===== config.mk =====
export PLATFORM = sky130hd
export DESIGN_NAME = bcd_counter_4digit
export DESIGN_NICKNAME = d
export VERILOG_FILES = /design/src/rtl/bcd_counter_4digit.sv
export SDC_FILE = /design/constraint.sdc
export NUM_CORES = 1
export LEC_CHECK = 0
export CELL_PAD_IN_SITES_DETAIL_PLACEMENT = 2
export CELL_PAD_IN_SITES_GLOBAL_PLACEMENT = 2
export CORE_ASPECT_RATIO = 1.1
export CORE_MARGIN = 2
export CORE_UTILIZATION = 36
export DETAILED_ROUTE_END_ITERATION = 8
export GPL_ROUTABILITY_DRIVEN = 0
export PLACE_DENSITY_LB_ADDON = 0.1
export SLEW_MARGIN = 15
export SYNTH_ARGS = -nofsm -noshare
export SYNTH_HDL_FRONTEND = slang
export SYNTH_SLANG_ARGS = --single-unit

===== constraint.sdc =====
create_clock -name clk_100MHz -period 5.98 [get_ports clk_100MHz]
set_input_delay 1.794 -clock clk_100MHz [delete_from_list [all_inputs] [get_ports clk_100MHz]]
set_output_delay 1.794 -clock clk_100MHz [all_outputs]
set_load 0.03 [all_outputs]

===== src/rtl/bcd_counter_4digit.sv =====
// Four-digit BCD up/down event counter (0000-9999) with an internal rate prescaler.
// Digits are registered and always hold valid BCD codes 0-9.
module bcd_counter_4digit #(
    parameter int unsigned TICK_DIV = 10_000_000,
    parameter int unsigned TICK_W   = 24
) (
    input  logic        clk_100MHz,
    input  logic        reset,
    input  logic        en,
    input  logic        up_dn,
    input  logic        clr,
    input  logic        load,
    input  logic [15:0] load_val,
    output logic [3:0]  ones,
    output logic [3:0]  tens,
    output logic [3:0]  hundreds,
    output logic [3:0]  thousands,
    output logic        tick,
    output logic        wrap
);

    localparam logic [TICK_W-1:0] PreMax = TICK_W'(TICK_DIV - 1);

    logic [TICK_W-1:0] r_pre_cnt;
    logic [3:0][3:0]   r_dig;
    logic              r_tick;
    logic              r_wrap;

    logic              w_step;
    logic [3:0][3:0]   w_dig_up;
    logic [3:0][3:0]   w_dig_dn;
    logic [3:0][3:0]   w_dig_step;
    logic [3:0][3:0]   w_dig_load;
    logic              w_cy_up;
    logic              w_cy_dn;
    logic              w_wrap_step;

    function automatic logic [4:0] bcd_inc(input logic [3:0] d, input logic ci);
        if (!ci) begin
            return {1'b0, d};
        end else if (d >= 4'd9) begin
            return {1'b1, 4'd0};
        end else begin
            return {1'b0, d + 4'd1};
        end
    endfunction

    function automatic logic [4:0] bcd_dec(input logic [3:0] d, input logic bi);
        if (!bi) begin
            return {1'b0, d};
        end else if (d == 4'd0) begin
            return {1'b1, 4'd9};
        end else begin
            return {1'b0, d - 4'd1};
        end
    endfunction

    assign w_step = en && (r_pre_cnt == PreMax);

    // Ripple carry/borrow through all four digits in one cycle.
    always_comb begin
        w_dig_up = '0;
        w_dig_dn = '0;
        w_cy_up  = 1'b1;
        w_cy_dn  = 1'b1;
        for (int i = 0; i < 4; i++) begin
            {w_cy_up, w_dig_up[i]} = bcd_inc(r_dig[i], w_cy_up);
            {w_cy_dn, w_dig_dn[i]} = bcd_dec(r_dig[i], w_cy_dn);
        end
    end

    always_comb begin
        w_dig_step  = up_dn ? w_dig_up : w_dig_dn;
        w_wrap_step = up_dn ? w_cy_up : w_cy_dn;
    end

    // Out-of-range preset nibbles saturate so the display never sees 10-15.
    always_comb begin
        w_dig_load = '0;
        for (int i = 0; i < 4; i++) begin
            w_dig_load[i] = (load_val[4*i +: 4] > 4'd9) ? 4'd9 : load_val[4*i +: 4];
        end
    end

    always_ff @(posedge clk_100MHz or posedge reset) begin
        if (reset) begin
            r_pre_cnt <= '0;
            r_dig     <= '0;
            r_tick    <= 1'b0;
            r_wrap    <= 1'b0;
        end else if (clr) begin
            r_pre_cnt <= '0;
            r_dig     <= '0;
            r_tick    <= 1'b0;
            r_wrap    <= 1'b0;
        end else if (load) begin
            r_pre_cnt <= '0;
            r_dig     <= w_dig_load;
            r_tick    <= 1'b0;
            r_wrap    <= 1'b0;
        end else if (w_step) begin
            r_pre_cnt <= '0;
            r_dig     <= w_dig_step;
            r_tick    <= 1'b1;
            r_wrap    <= w_wrap_step;
        end else begin
            if (en) begin
                r_pre_cnt <= r_pre_cnt + TICK_W'(1);
            end
            r_tick <= 1'b0;
            r_wrap <= 1'b0;
        end
    end

    assign ones      = r_dig[0];
    assign tens      = r_dig[1];
    assign hundreds  = r_dig[2];
    assign thousands = r_dig[3];
    assign tick      = r_tick;
    assign wrap      = r_wrap;

endmodule

# After elaboration in Yosys (flattened, before gate mapping)
# Index checks and enable logic that the tools add are counted.
# W data, S select, Z words.
# word_totals
regBits,42
inputBits,22
out_inout_bits,18
elab_cells,74
# op_classes
n_addsub,9
magnitude_cmp,8
n_eq_ne,4
mux,33
reduce_logical,13
# ops
operator,count
$mux W24,4
$mux W5,14
$mux W16,4
$add A24 B1 Y24 const B,1
$eq A24 B24 Y1 const B,1
$add A4 B1 Y4 const B,4
$ge A4 B4 Y1 const B,4
$gt A4 B4 Y1 const B,4
$logic_not A4 Y1,4
$mux W4,4
$reduce_bool A4 Y1,4
$sub A4 B1 Y4 const B,4
$ne A4 B1 Y1 const B,3
$reduce_and A3 Y1,3
$mux W1,7
$reduce_bool A3 Y1,1
$logic_and A1 B1 Y1,1

# Logic depth before layout (Yosys ltp)
# depth
depth_word,9
depth_mapped,8
ltp_nobuf,8

# Least setup slack after synthesis
# No wires, ideal clock.
# synth_path
path_type,input to register
start,in clr
end,reg r_pre_cnt[23]
setup_ns,0.121
arrival_time_ns,3.182
t_required_ns,5.859
slack_ns,2.676
stages,7
n_path_buf,1
path_cell_list,buf_2 nor3_1 or3b_4 or3_1 nor3_2 xnor2_1 nor2_1
# synth_between
elab_chain_len,1
word_cells_on_any_way,2
classes_between,1 x mux; 1 x reduce/logical
# synth_rtl
item,line_no,rtl
from (decl),11,"input logic clr,"
$reduce_bool A4 Y1 (no source line) / $mux W24 (equally long branches),n/a,
to (signal assigned),108,r_pre_cnt <= r_pre_cnt + TICK_W'(1);
to (decl),24,logic [TICK_W-1:0] r_pre_cnt;
# Several ways; a longest one is shown, not always the timed one.
# A chain may end at the register's enable or synchronous reset.

# Final worst setup path
# Ends and elaborated chain as after synthesis.

==> out/qor.log <==
qor: timing.maxSlewHeadroom 0.4202
qor: grt.grt.overflow.total 0
qor: finish.most-common-layout-cells sky130_fd_sc_hd__nor2_1 (46), sky130_fd_sc_hd__dfrtp_1 (42), sky130_fd_sc_hd__clkdlybuf4s50_1 (39)
qor: timing.maximum_achievable_frequency 245.0 MHz
qor: cts.post_cts_buffers 0
qor: power_and_ir_drop.switching_share 0.3159
qor: cts.clock-root-buffer sky130_fd_sc_hd__clkbuf_8
qor: grt.gr-usage-all-layers 0.2031
qor: route.routed_wire_length_per_instance 17.59 microns
qor: worst_setup_path.start_kind input pin
qor: finish.final_net_count 414
qor: floorplan.die_h 99.05 microns
qor: grt.maximum_number_of_pins_on_one_net_before_global_route_repair 43
qor: power_and_ir_drop.cellLeakagePower 1.366 nW
qor: finish.diodes 0
qor: synthesis.postSynthNetCount 381
qor: finish.fillCellCount 926
qor: route.num_vias 2712
qor: cts.cts_tree yes
qor: route.drt-vias-per-instance 5.580
qor: timing.finalWorstPathRequiredPeriod 4.082 ns
qor: floorplan.design.core.area 7955 sq um
qor: timing.timing_hold_violations_final 0
qor: route.detail_route.drc_violations 0
qor: synthesis.synth-edff-count 0
qor: cts.post_cts_resize_count 0
qor: timing.tns 0 ns
qor: worst_setup_path.setup.worst_path.class input pin to register
qor: cts.clockBufferDepth 2
qor: power_and_ir_drop.p_sw 0.2017 mW
qor: placed_design.portBuffers 39
qor: power_and_ir_drop.clock_power_share 0.275
qor: power_and_ir_drop.pwr-share-comb 0.237
qor: synthesis.synth.avg_cell_area 8.570 sq um
qor: grt.grt_pass1_vias 2968
qor: grt.grt_first_pass_wirelength 14.84 mm
qor: power_and_ir_drop.power.density 182.8 nW/um^2
qor: run.cap_viol_max_count 0
qor: cts.cts.hold.buffers_added 0
qor: synthesis.synth_top_flop_cell sky130_fd_sc_hd__dfrtp_1
qor: timing.postLayoutSetupSlackWorst 1.898 ns
qor: finish.final_core_util 0.4390
qor: power_and_ir_drop.power.ir.vdd_worst 0.07110 mV
qor: route.number_of_iterations_in_the_first_detailed_routing_pass 4
qor: synthesis.post_synthesis_sequential_area_ratio 0.3555
qor: route.drt_iter0_drc 84
qor: worst_setup_path.worst_ep_arrival 4.23 ns
qor: finish.syn_to_final_growth 18.11%
qor: synthesis.yosysWarnings 0
qor: placed_design.dpl_worst_slack 1.526 ns
qor: power_and_ir_drop.design_power_total 0.6384 mW
qor: worst_setup_path.path_max_fanout 19
qor: route.route.final.wire_length 8.551 mm
qor: worst_hold_path.hold_path.class register to register
qor: status.run_status finished clean
qor: floorplan.boundaryPins 40
qor: power_and_ir_drop.p_seq_frac 0.488
qor: synthesis.synth.distinct_cells 63
qor: route.detail-route-antenna-nets 0
qor: finish.post_layout_nonfiller_instances 486
qor: power_and_ir_drop.internal_power 0.4367 mW
qor: floorplan.initial_utilization 0.3717
qor: worst_setup_path.critical_path_endpoint_category register
qor: floorplan.die_x 90.41 microns
qor: synthesis.synthCells 345
qor: timing.layout_worst_path_cycle_share 0.6826
qor: cts.clkTransAtPathRegs 0.08 ns
qor: placed_design.placed_cells 479
qor: synthesis.synth-seq-cells 42
qor: cts.clk-insertion-delay-late 0.29 ns
qor: grt.initial_antenna_violation_count 0
qor: timing.worst_clk_skew 0.008920 ns
qor: cts.clock-sinks 42
qor: timing.worst_pin_slew 0.8697 ns
qor: timing.final-setup-viol-count 0
qor: floorplan.std_cell_rows 34
qor: cts.cts_htree_levels 2
qor: synthesis.synth.cell_area 2957 sq um
qor: finish.most_common_cell_after_layout_fill_and_taps_aside sky130_fd_sc_hd__nor2_1
qor: placed_design.hpwlAfterDp 6.396 mm
qor: finish.drive_above_1_share 0.05026
qor: worst_setup_path.worstPathRequired 6.12 ns
qor: cts.numCtsBuffers 5
qor: floorplan.area_of_the_die 8954 sq um
qor: timing.grt_setup_unrepaired false
qor: timing.number_of_pins_with_negative_max_slew_slack_in_the_final_report 0
qor: synthesis.asyncSetResetFlopFracSynth 1.000
-- through the flow --
step	hold WS, ns	area [sq um]
after floorplan	0.4972	2957
after global placement	0.5289	3416
after detailed placement	0.5519	3416
after CTS	0.5756	3492
after global routing	0.6017	3492
final	0.5664	3492
-- layout make-up --
| class | count | area (sq um) | share of cell area |
|---|---|---|---|
| multi-input combinational | 272 | 1764 | 0.5052 |
| sequential | 42 | 1051 | 0.3010 |
| timing repair buffer | 41 | 405.4 | 0.1161 |
| tap | 108 | 135.1 | 0.03870 |
| clock buffer | 7 | 76.32 | 0.02186 |
| inverter | 16 | 60.06 | 0.01720 |
-- worst max-delay path: stages --
cell	delay (ns)
sky130_fd_sc_hd__clkdlybuf4s50_1	0.99
sky130_fd_sc_hd__nor3_1	0.17
sky130_fd_sc_hd__or3b_4	0.46
sky130_fd_sc_hd__or3_1	0.42
sky130_fd_sc_hd__nor3_2	0.21
sky130_fd_sc_hd__xnor2_1	0.13
sky130_fd_sc_hd__nor2_1	0.05
-- power by group through the flow --
| stage | sequential [mW] | clock, mW | combinational (mW) |
|---|---|---|---|
| 6_report | 0.312 | 0.175 | 0.151 |
| 5_1_grt | 0.314 | 0.195 | 0.169 |
| 4_1_cts | 0.312 | 0.184 | 0.154 |
| 3_5_place_dp | 0.317 | 0 | 0.153 |
| 3_3_place_gp | 0.317 | 0 | 0.148 |
| 2_1_floorplan | 0.324 | 0 | 0.0860 |
-- cells in the mapped netlist, drive strengths merged (2+ instances only) --
cell type   n  area [sq um]
nor2       46         172.7
dfrtp      42          1051
nand2      30         112.6
o21ai      24         120.1
a21oi      16         83.83
inv        16         60.06
xor2       16         140.1
ha         14         175.2
nand3      10         50.05
nor3       10         55.05
buf         9         58.80
xnor2       9         78.83
nand4       8         50.05
nand2b      7         43.79
a211oi      6         55.05
clkbuf      6         22.52
nor2b       6         37.54
o31ai       6         45.04
a31oi       5         31.28
nor3b       5         42.54
a221oi      4         35.03
or2         4         25.02
a21o        3         22.52
nor4b       3         41.29
or3         3         18.77
a311oi      2         17.52
and2        2         12.51
and3        2         12.51
and4bb      2         25.02
nand3b      2         15.01
nor4bb      2         20.02
o221ai      2         17.52
o41ai       2         17.52
or3b        2         22.52
-- worst paths after layout --
path / cells after the start / start / endpoint / slack, ns
worst min register to register: 2 / r_pre_cnt[10] / r_pre_cnt[10] / 0.57
worst min-delay path: 2 / r_pre_cnt[10] / r_pre_cnt[10] / 0.57
worst max-delay path: 7 / clr / r_pre_cnt[23] / 1.90
max in group asynchronous: 3 / reset / r_pre_cnt[20] / 3.66
min in group asynchronous: 3 / reset / ones[3] / 1.95
worst max register to register: 8 / ones[0] / thousands[2] / 3.23
-- cells by family after synthesis --
logic type,after synthesis,synth area share
simple gates,149,0.2713
mux,2,0.007194
buf+inv,31,0.04782
fa+ha+maj,14,0.05925
compound gates,82,0.1849
flops,42,0.3555
xor+xnor,25,0.07406
-- per-layer routing --
metal	up-vias	global-route usage	wire length [microns]
met5	-	0	0
met4	0	0.04970	69
met3	5	0.02829	168
met2	35	0.3736	4467
met1	1383	0.2511	3846
li1	1289	-	-
-- registers in the layout (all words and copies together), names as in the netlist --
name / count
thousands: 4
tick: 1
hundreds: 4
tens: 4
r_pre_cnt: 24
ones: 4
wrap: 1
Note: power is estimated with default switching activity, not from simulation.
